**config.mk**
```make
export PLATFORM = sky130hd
export DESIGN_NAME = matrix_scan_ctrl
export DESIGN_NICKNAME = d
export VERILOG_FILES = /design/src/rtl/matrix_pkg.sv /design/src/rtl/matrix_scan_ctrl_scan_timer.sv /design/src/rtl/matrix_scan_ctrl.sv
export SDC_FILE = /design/constraint.sdc
export NUM_CORES = 1
export LEC_CHECK = 0
export BUFFER_PORTS_ARGS = -buffer_cell sky130_fd_sc_hd__buf_2
export CAP_MARGIN = 5
export CORE_MARGIN = 2
export CORE_UTILIZATION = 60
export DETAILED_ROUTE_END_ITERATION = 10
export HOLD_SLACK_MARGIN = 0.02
export PLACE_DENSITY = 0.79
export RECOVER_POWER = 25
export SLEW_MARGIN = 20
export SYNTH_ARGS = -nofsm -noshare
export SYNTH_HDL_FRONTEND = slang
export SYNTH_SLANG_ARGS = --single-unit
```
**constraint.sdc**
```tcl
create_clock -name clk -period 4.4 [get_ports clk]
set_input_delay 0.66 -clock clk [delete_from_list [all_inputs] [get_ports clk]]
set_output_delay 0.66 -clock clk [all_outputs]
set_load 0.02 [all_outputs]
```
**src/rtl/matrix_pkg.sv**
```systemverilog
// ============================================================================
// matrix_pkg : shared constants and types for the 8x4 LED matrix scanner
// Revision   : 1.0
// ============================================================================
`default_nettype none

package matrix_pkg;
   localparam int NUM_ROWS = 8;
   localparam int NUM_COLS = 4;
   localparam int COL_W    = 2;

   typedef logic [NUM_ROWS-1:0] row_t;

   typedef enum logic [1:0] {
      SCAN_IDLE  = 2'd0,
      SCAN_BLANK = 2'd1,
      SCAN_ON    = 2'd2
   } scan_state_t;
endpackage

`default_nettype wire

```
**src/rtl/matrix_scan_ctrl_scan_timer.sv**
```systemverilog
// ============================================================================
// scan_timer : dwell counter, column index and scan FSM for matrix_scan_ctrl
// Revision   : 1.0
// ============================================================================
`default_nettype none

module scan_timer
   import matrix_pkg::*;
#(
   parameter int DIV_W   = 13,
   parameter int BLANK   = 16,
   parameter int PHASE_W = 3
) (
   input  logic               clk,
   input  logic               reset,
   input  logic               enable,
   output scan_state_t        state,
   output logic [COL_W-1:0]   col,
   output logic [PHASE_W-1:0] phase,
   output logic               dwell_start,
   output logic               frame_end,
   output logic               frame_start
);

   localparam logic [DIV_W-1:0] BLANK_LAST = DIV_W'(BLANK - 1);
   localparam logic [DIV_W-1:0] DWELL_LAST = '1;

   logic [DIV_W-1:0] dwell;
   logic             dwell_end;

   assign phase       = dwell[PHASE_W-1:0];
   assign dwell_start = (state != SCAN_IDLE) && (dwell == '0);
   assign dwell_end   = (state == SCAN_ON) && (dwell == DWELL_LAST);
   assign frame_end   = dwell_end && (col == COL_W'(NUM_COLS - 1));

   always_ff @(posedge clk or posedge reset) begin
      if (reset) begin
         state       <= SCAN_IDLE;
         dwell       <= '0;
         col         <= '0;
         frame_start <= 1'b0;
      end else begin
         frame_start <= dwell_start && (col == '0);
         if (!enable) begin
            state <= SCAN_IDLE;
            dwell <= '0;
            col   <= '0;
         end else begin
            case (state)
               SCAN_IDLE: begin
                  state <= SCAN_BLANK;
                  dwell <= '0;
                  col   <= '0;
               end
               SCAN_BLANK: begin
                  dwell <= dwell + 1'b1;
                  if (dwell == BLANK_LAST)
                     state <= SCAN_ON;
               end
               SCAN_ON: begin
                  // dwell wraps to 0 here, so the next column starts blanked
                  dwell <= dwell + 1'b1;
                  if (dwell_end) begin
                     state <= SCAN_BLANK;
                     col   <= col + 1'b1;
                  end
               end
               default: state <= SCAN_IDLE;
            endcase
         end
      end
   end

endmodule

`default_nettype wire

```
**src/rtl/matrix_scan_ctrl.sv**
```systemverilog
// ============================================================================
// matrix_scan_ctrl : double-buffered 8x4 LED matrix scanner with PWM dimming
// Revision         : 1.0
// ============================================================================
`default_nettype none

module matrix_scan_ctrl
   import matrix_pkg::*;
#(
   parameter int DIV_W    = 13,
   parameter int BLANK    = 16,
   parameter int BRIGHT_W = 3
) (
   input  logic                clk,
   input  logic                reset,
   input  logic                enable,
   input  logic                wr_valid,
   output logic                wr_ready,
   input  logic [COL_W-1:0]    wr_col,
   input  logic [NUM_ROWS-1:0] wr_data,
   input  logic                swap,
   input  logic [BRIGHT_W-1:0] brightness,
   output logic [NUM_ROWS-1:0] io_out,
   output logic [NUM_COLS-1:0] io_col,
   output logic                frame_start
);

   scan_state_t         scan_state;
   logic [COL_W-1:0]    scan_col;
   logic [BRIGHT_W-1:0] pwm_phase;
   logic                dwell_start;
   logic                frame_end;

   row_t                shadow      [NUM_COLS];
   row_t                active      [NUM_COLS];
   row_t                shadow_next [NUM_COLS];
   logic                swap_pending;
   logic                pending_next;
   logic                commit;
   logic [BRIGHT_W-1:0] bright_q;
   logic                pwm_on;

   scan_timer #(
      .DIV_W   (DIV_W),
      .BLANK   (BLANK),
      .PHASE_W (BRIGHT_W)
   ) u_timer (
      .clk         (clk),
      .reset       (reset),
      .enable      (enable),
      .state       (scan_state),
      .col         (scan_col),
      .phase       (pwm_phase),
      .dwell_start (dwell_start),
      .frame_end   (frame_end),
      .frame_start (frame_start)
   );

   // A same-cycle write is folded into the committed image.
   always_comb begin
      shadow_next = shadow;
      if (wr_valid && wr_ready)
         shadow_next[wr_col] = wr_data;
      commit       = swap_pending && (!enable || frame_end);
      pending_next = swap_pending ? !commit : swap;
      pwm_on       = (pwm_phase <= bright_q);
   end

   always_ff @(posedge clk or posedge reset) begin
      if (reset) begin
         shadow       <= '{default: '0};
         active       <= '{default: '0};
         swap_pending <= 1'b0;
         wr_ready     <= 1'b1;
         bright_q     <= '0;
         io_out       <= '1;
         io_col       <= '1;
      end else begin
         shadow       <= shadow_next;
         if (commit)
            active <= shadow_next;
         swap_pending <= pending_next;
         wr_ready     <= !pending_next;
         if (dwell_start)
            bright_q <= brightness;
         if (scan_state == SCAN_ON) begin
            io_col <= ~(NUM_COLS'(1) << scan_col);
            io_out <= ~(active[scan_col] & {NUM_ROWS{pwm_on}});
         end else begin
            io_col <= '1;
            io_out <= '1;
         end
      end
   end

endmodule

`default_nettype wire

```
### Word level (Yosys, flattened, before mapping)

Cells that the tools add are included.
Widths: inputs -> output; s select.

* bitwise operators: 5
* $add $sub $neg: 2
* equality and inequality tests: 9
* magnitude comparators: 4
* shifts and indexed selects: 1
* reduce and logical (&&, ||, !) cells: 18
* mux-type cells: 19

Operator list (number)
* $bwmux 32: 1
* $mux 32: 1
* $mux 8: 4
* $pmux 13 s2: 1
* $bmux 8 s2: 1
* $demux 8 s2: 1
* $add 13x1->13 const B: 1
* $eq 13x13->1 const B: 1
* $eq 13x4->1 const B: 1
* $logic_not 13->1: 1
* $mux 13: 1
* $mux 2: 5
* $ne 3x2->1 const B: 3
* $and 8x8->8: 1
* $not 8->8: 1
* $logic_and 1x1->1: 7
* $ge 3x3->1 const B: 2
* $not 2->3: 2
* $pmux 2 s3: 1
* $eq 2x2->1 const B: 2
* $logic_not 2->1: 2
* $mux 4: 1
* $not 4->4: 1
* $pmux 2 s2: 1
* other kinds (12): 15

* output and inout bits: 14
* register bits: 99

### Longest topological paths before layout

Gate-level depths: netlist (run 1).

* depth in word-level cells: 8
* gate-level depth with buffers: 8
* gate-level depth less buffers: 6

### By module

Synthesis (run 1) repeated with hierarchy kept, for this count alone.

* cell total of the unflattened synthesis: 325
* area total of the unflattened synthesis: 4365.4 µm²

Modules (own cells, without submodules)
* matrix_scan_ctrl: cells each 199, times used 1, area each 3226.8 µm², seq. area each 2043.2 µm²
* scan_timer: cells each 126, times used 1, area each 1138.6 µm², seq. area each 450.4 µm²

### Worst setup path after synthesis (run 1)

No wires, ideal clock.

* path kind: flip-flop to flip-flop
* start point: register u_timer.dwell[0]
* end point: register active[0] (netlist bit)
* data arrival time: 1.741 ns
* data required time: 4.275 ns
* stages on the path, launching flop included: 8
* library setup time: 0.125 ns
* period minus slack after synthesis: 1.866 ns
* setup slack: 2.534 ns
* buffers on the path: 2
* cells stage by stage: dfrtp_1 -> ha_1 -> and4_1 -> buf_4 -> nand3_4 -> a2bb2oi_4 -> buf_6 -> mux2_4

* cells in the longest elaborated chain, start to end: 5

Ends and longest elaborated chain
* from (decl): line matrix_scan_ctrl_scan_timer.sv:28 `logic [DIV_W-1:0] dwell;`
* from (signal assigned): line matrix_scan_ctrl_scan_timer.sv:56 `dwell <= dwell + 1'b1;`
* from (signal assigned): line matrix_scan_ctrl_scan_timer.sv:62 `dwell <= dwell + 1'b1;`
* $eq 13x13->1: line matrix_scan_ctrl_scan_timer.sv:33 `assign dwell_end = (state == SCAN_ON) && (dwell == DWELL_LAST);`
* $logic_and 1x1->1: line matrix_scan_ctrl_scan_timer.sv:33
* $logic_and 1x1->1: line matrix_scan_ctrl_scan_timer.sv:34 `assign frame_end = dwell_end && (col == COL_W'(NUM_COLS - 1));`
* $logic_or 1x1->1: line matrix_scan_ctrl.sv:64 `commit = swap_pending && (!enable || frame_end);`
* $logic_and 1x1->1: line matrix_scan_ctrl.sv:64
* to (signal assigned): line matrix_scan_ctrl.sv:81 `active <= shadow_next;`
* to (decl): line matrix_scan_ctrl.sv:35 `row_t active [NUM_COLS];`

Every way passes these cells.
A chain may end at the register's enable or synchronous reset.

==> results of run 1 <==
[report_power, final]
group / switching, mW / internal [mW]
clock network: 0.310 / 0.295
registers: 0.109 / 1.13
logic: 0.209 / 0.310
total: 0.629 / 1.73
[worst paths after layout]
| check | slack, ns | depth (start not counted) | to | startpoint |
|---|---|---|---|---|
| worst max-delay path | 1.75 | 3 | io_out[1] | reset |
| worst min-delay path | 0.47 | 2 | wr_ready | swap |
| worst max register to register | 1.80 | 6 | active[16] | u_timer.state[0] |
| worst min register to register | 0.50 | 1 | shadow[3] | shadow[3] |
| max in group clk | 1.80 | 6 | active[16] | u_timer.state[0] |
| min in group asynchronous | 1.20 | 2 | shadow[15] | reset |
[metrics by stage]
step / std cells / setup WS, ns
floorplan: 322 / 1.17
global placement: 441 / 1.91
detailed placement: 441 / 1.82
CTS: 457 / 1.79
global route: 457 / 1.22
finish: 457 / 1.75
[layout by cell type (no fill, tap or decap), types with 3 or more instances in the layout]
master	Yosys	layout
buf_2	3	31
nand2_1	19	19
nand3_1	15	15
and2_1	3	3
nand4_1	5	5
dfstp_2	13	13
mux4_2	8	8
inv_1	10	9
nor2_1	5	5
ha_1	12	12
clkbuf_8	0	11
dfrtp_1	86	86
mux2_2	37	37
buf_4	1	3
a21oi_1	7	7
o31ai_1	6	6
mux2_4	30	30
o21ai_0	16	16
[Yosys cell counts, types with 2 or more instances]
library cell  count  area [µm²]
nand3_1          15        75.1
a41oi_1           2        17.5
nand4_1           5        31.3
o31ai_1           6        45.0
mux2_2           37         417
a32o_1            2        20.0
nand2_1          19        71.3
inv_1            10        37.5
nor2_1            5        18.8
nor2b_1           2        12.5
nand4b_1          2        17.5
dfrtp_1          86        2150
mux4_2            8         180
and2_1            3        18.8
o21a_1            2        15.0
clkbuf_1          6        22.5
buf_6             3        33.8
a31oi_1           2        12.5
and4_1            2        17.5
a21oi_1           7        35.0
mux2_4           30         450
o21ai_0          16        80.1
nor4_1            2        12.5
buf_2             3        15.0
and3_1            2        12.5
ha_1             12         150
dfstp_2          13         342
[final cells by class]
type,instances,area [µm²]
clock buffer,11,151
clock inverter,5,58.8
fill,525,2320
inverter,10,38.8
multi-input combinational,199,1890
sequential,99,2490
tap,99,124
timing repair buffer,34,178
[layer usage]
layer	vias up	track usage, %	share of wire, %
met3	6	5.01	4.5
met5	-	0	0
met4	0	5.77	0.79
met2	71	35.1	49
met1	1366	31.2	46
li1	1238	-	-
[flip-flops by register name (all words and copies together) (netlist names)]
signal,cells
u_timer.dwell,13
u_timer.state,2
bright_q,3
u_timer.frame_start,1
wr_ready,1
shadow,32
io_out,8
active,32
io_col,4
swap_pending,1
u_timer.col,2
[cell families after synthesis]
family          after synthesis  share of synthesized area (%)
flops                        99                           55.4
mux                          76                           23.5
simple gates                 66                           8.25
compound gates               44                           6.67
buf+inv                      24                           2.67
fa+ha+maj                    12                           3.34
xor+xnor                      1                          0.195
[worst reg2reg max path, cell delays in order (launching register included)]
cell and delay, ns:
dfrtp_1 0.39, inv_1 0.07, ha_1 0.43, nand4_1 0.26, a2bb2oi_4 0.54, buf_4 0.45
mux2_4 0.34
==> results.sh, run 1 <==
export IMPL_status="finished with violations"
export IMPL_violations="max-capacitance violations, max-slew violations"
export IMPL_drive_gt1_share_pct=39.9
export IMPL_dp_hpwl_um=5800
export IMPL_synth_cell_types=47
export IMPL_dr_pass1_iters=4
export IMPL_worst_pin_slew_ns=3.12
export IMPL_fmax_mhz=377
export IMPL_die_w_um=90.6
export IMPL_placed_area_um2=4720
export IMPL_drcViolationCount=0
export IMPL_diodes=0
export IMPL_gp_congestion=0.799
export IMPL_skew_ns=0.0126
export IMPL_antenna_found_initial=0
export IMPL_clockBufferDepth=2
export IMPL_ys_ff_latch=99
export IMPL_hold_slack_ns=0.467
export IMPL_ctsResizeCount=0
export IMPL_port_buffers=31
export IMPL_syn_avg_cell_area_um2=14.0
export IMPL_critPathTopFamily="buffers and inverters"
export IMPL_wire_per_inst_um=18.5
export IMPL_hold_path_class="primary input to register"
export IMPL_cts_hold_buf=0
export IMPL_cp_max_fo=72
export IMPL_power_mw=2.36
export IMPL_rows=31
export IMPL_die_area_um2=8210
export IMPL_syn_inst=322
export IMPL_yosysSeqAreaShare_pct=55.4
export IMPL_cts_setup_buffers=0
export IMPL_async_reset_ff_share_pct=100
export IMPL_cts_sinks=99
export IMPL_cts_tree="done"
export IMPL_clk_latency_ns=0.37
export IMPL_pwr_density_cell_nw_per_um2=478
export IMPL_syn_cell_area_um2=4500
export IMPL_crit_type="primary input to async pin"
export IMPL_post_route_min_period_ns=2.65
export IMPL_yosys_warnings=0
export IMPL_start_util_pct=62.1
export IMPL_grt_ovfl_total=0
export IMPL_endpoint_kind="async pin"
export IMPL_slowest_delay_ns=1.75
export IMPL_io_pin_count=32
export IMPL_rsz0062_at_grt="no"
export IMPL_fin_crit_sh_pct=60.3
export IMPL_cap_violations=1
export IMPL_finalNetCount=383
export IMPL_fin_util_pct=68.0
export IMPL_ant_nets=0
export IMPL_finalMaxSlewViolations=73
export IMPL_worstPathCellList="buf_2 -> clkinvlp_2 -> buf_4"
export IMPL_grt_max_degree=73
export IMPL_grt_first_pass_wirelength_um=14000
export IMPL_clock_root_buffer="clkbuf_8"
export IMPL_vdd_ir_drop_max_uv=245
export IMPL_syn_nets=352
export IMPL_fp_coreArea_um2=7250
export IMPL_grt_pass1_vias=2721
export IMPL_p_leak_nw=2.17
export IMPL_arrival_ns=3.13
export IMPL_die_h_um=90.6
export IMPL_drtIter0Drc=201
export IMPL_crit_slowest_cell="clkinvlp_2"
export IMPL_clk_pin_slew_ns=0.09
export IMPL_grt_usage_pct=22.1
export IMPL_start_kind="primary input"
export IMPL_synth_edff_count=0
export IMPL_hold_violations=0
export IMPL_cp_data_required_time_ns=4.88
export IMPL_cts_buffers=9
export IMPL_synthFlopType="dfrtp_1"
export IMPL_via_per_inst=5.87
export IMPL_setup_violations=0
export IMPL_h_tree_depth=3
export IMPL_drt_total_wl_um=8450
export IMPL_area_growth_pct=9.56
export IMPL_final_area_um2=4930
export IMPL_setup_tns_ns=0
export IMPL_slew_headroom_pct=-109
export IMPL_via_count=2681
export IMPL_crit_buf_inv=3
(Power assumes the default switching activity.)
==> run 2: changes to the inputs <==
Clock period 4.4 ns to 2.6 ns, I/O delays scaled along.
==> results.sh, run 2 (same netlist as run 1, synthesis figures left out) <==
export IMPL_status="finished, final reports clean"
export IMPL_seq_area_um2=2490
export IMPL_dp_cells=450
export IMPL_setup_ws_ns=0.512
export IMPL_diodes=0
export IMPL_clock_root_buffer="clkbuf_8"
export IMPL_fill_cells=499
export IMPL_cts_buffers=9
export IMPL_placed_area_um2=4820
export IMPL_crit_buf_inv=1
export IMPL_cp_max_fo=32
export IMPL_grt_usage_pct=22.1
export IMPL_clk_pin_slew_ns=0.09
export IMPL_cts_setup_buffers=0
export IMPL_slowest_delay_ns=0.44
export IMPL_arrival_ns=2.33
export IMPL_drtIter0Drc=138
export IMPL_fin_util_pct=69.4
export IMPL_clockBufferDepth=2
export IMPL_setup_tns_ns=0
export IMPL_port_buffers=31
export IMPL_critPathTopFamily="simple AND/OR/NAND/NOR gates"
export IMPL_reg_top3="active x32, shadow x32, u_timer.dwell x13"
export IMPL_die_w_um=90.6
export IMPL_ctsResizeCount=0
export IMPL_final_area_um2=5040
export IMPL_h_tree_depth=3
export IMPL_start_util_pct=62.1
export IMPL_hold_depth=2
export IMPL_rsz0062_at_grt="no"
export IMPL_cap_violations=0
export IMPL_grt_pass1_vias=2783
export IMPL_hold_violations=0
export IMPL_rows=31
export IMPL_crit_slowest_cell="dfrtp_1"
export IMPL_power_mw=4.08
export IMPL_ant_nets=0
export IMPL_finalMaxSlewViolations=0
export IMPL_worst_pin_slew_ns=1.29
export IMPL_drt_total_wl_um=8240
export IMPL_hold_slack_ns=0.179
export IMPL_gp_congestion=0.754
export IMPL_fin_crit_sh_pct=80.3
export IMPL_setup_violations=0
export IMPL_finalNetCount=392
export IMPL_die_h_um=90.6
export IMPL_vdd_ir_drop_max_uv=478
export IMPL_hold_path_class="primary input to register"
export IMPL_worstPathCellList="ha_1 -> and4_1 -> nand3_4 -> a2bb2oi_4 -> buf_12 -> mux2_4"
export IMPL_pwr_density_cell_nw_per_um2=810
export IMPL_skew_ns=0.00897
export IMPL_grt_first_pass_wirelength_um=13900
export IMPL_cts_sinks=99
export IMPL_multi_input_area_um2=1890
export IMPL_via_count=2688
export IMPL_grt_max_degree=100
export IMPL_endpoint_kind="register"
export IMPL_crit_type="register to register"
export IMPL_instances_no_fill=466
export IMPL_area_growth_pct=11.9
export IMPL_die_area_um2=8210
export IMPL_dr_pass1_iters=4
export IMPL_final_common_cell="dfrtp_1"
export IMPL_dp_slack_ns=0.570
export IMPL_via_per_inst=5.77
export IMPL_start_kind="register"
export IMPL_final_cell_mix="86 x dfrtp_1, 37 x mux2_2, 30 x mux2_4, 30 x buf_2, 19 x nand2_1"
export IMPL_slew_headroom_pct=13.9
export IMPL_cp_data_required_time_ns=2.84
export IMPL_fp_coreArea_um2=7250
export IMPL_cts_tree="done"
export IMPL_reg2reg_depth=6
export IMPL_post_route_min_period_ns=2.09
export IMPL_crit_cells=6
export IMPL_drive_gt1_share_pct=41.1
export IMPL_grt_ovfl_total=0
export IMPL_cts_hold_buf=0
export IMPL_wire_per_inst_um=17.7
export IMPL_p_leak_nw=2.23
export IMPL_dp_hpwl_um=5610
export IMPL_drcViolationCount=0
export IMPL_fmax_mhz=479
export IMPL_io_pin_count=32
export IMPL_antenna_found_initial=0
export IMPL_clk_latency_ns=0.36
[run 2: final cells by class]
| type | instances | share of cell area, % |
|---|---|---|
| clock buffers | 10 | 2.73 |
| well taps | 99 | 2.46 |
| multi-input cells | 199 | 37.5 |
| flip-flops and latches | 99 | 49.5 |
| clock inverters | 6 | 1.91 |
| inverters | 10 | 0.820 |
| repair buffers | 43 | 5.09 |
[run 2: power breakdown]
group | total, mW | internal [mW] | switching (mW)
Combinational | 0.894 | 0.543 | 0.352
Sequential | 2.08 | 1.90 | 0.175
Clock | 1.11 | 0.580 | 0.529
Total | 4.08 | 3.03 | 1.06
[run 2: path summary, 6_finish.rpt]
kind / startpoint / end / slack (ns)
max in group asynchronous: reset / active[25] / 1.31
setup / recovery: u_timer.dwell[1] / active[26] / 0.51
hold reg to reg: shadow[0] / shadow[0] / 0.50
setup reg to reg: u_timer.dwell[1] / active[26] / 0.51
min in group asynchronous: reset / u_timer.state[0] / 0.48
hold / removal: swap / wr_ready / 0.18
[run 2: metal layers]
metal  share of wire [%]  track usage [%]  vias up
li1                    -                -     1258
met1                  46             29.5     1370
met2                  50             36.2       52
met3                 3.1             4.76        8
met4                 1.3             7.69        0
met5                   0                0        -
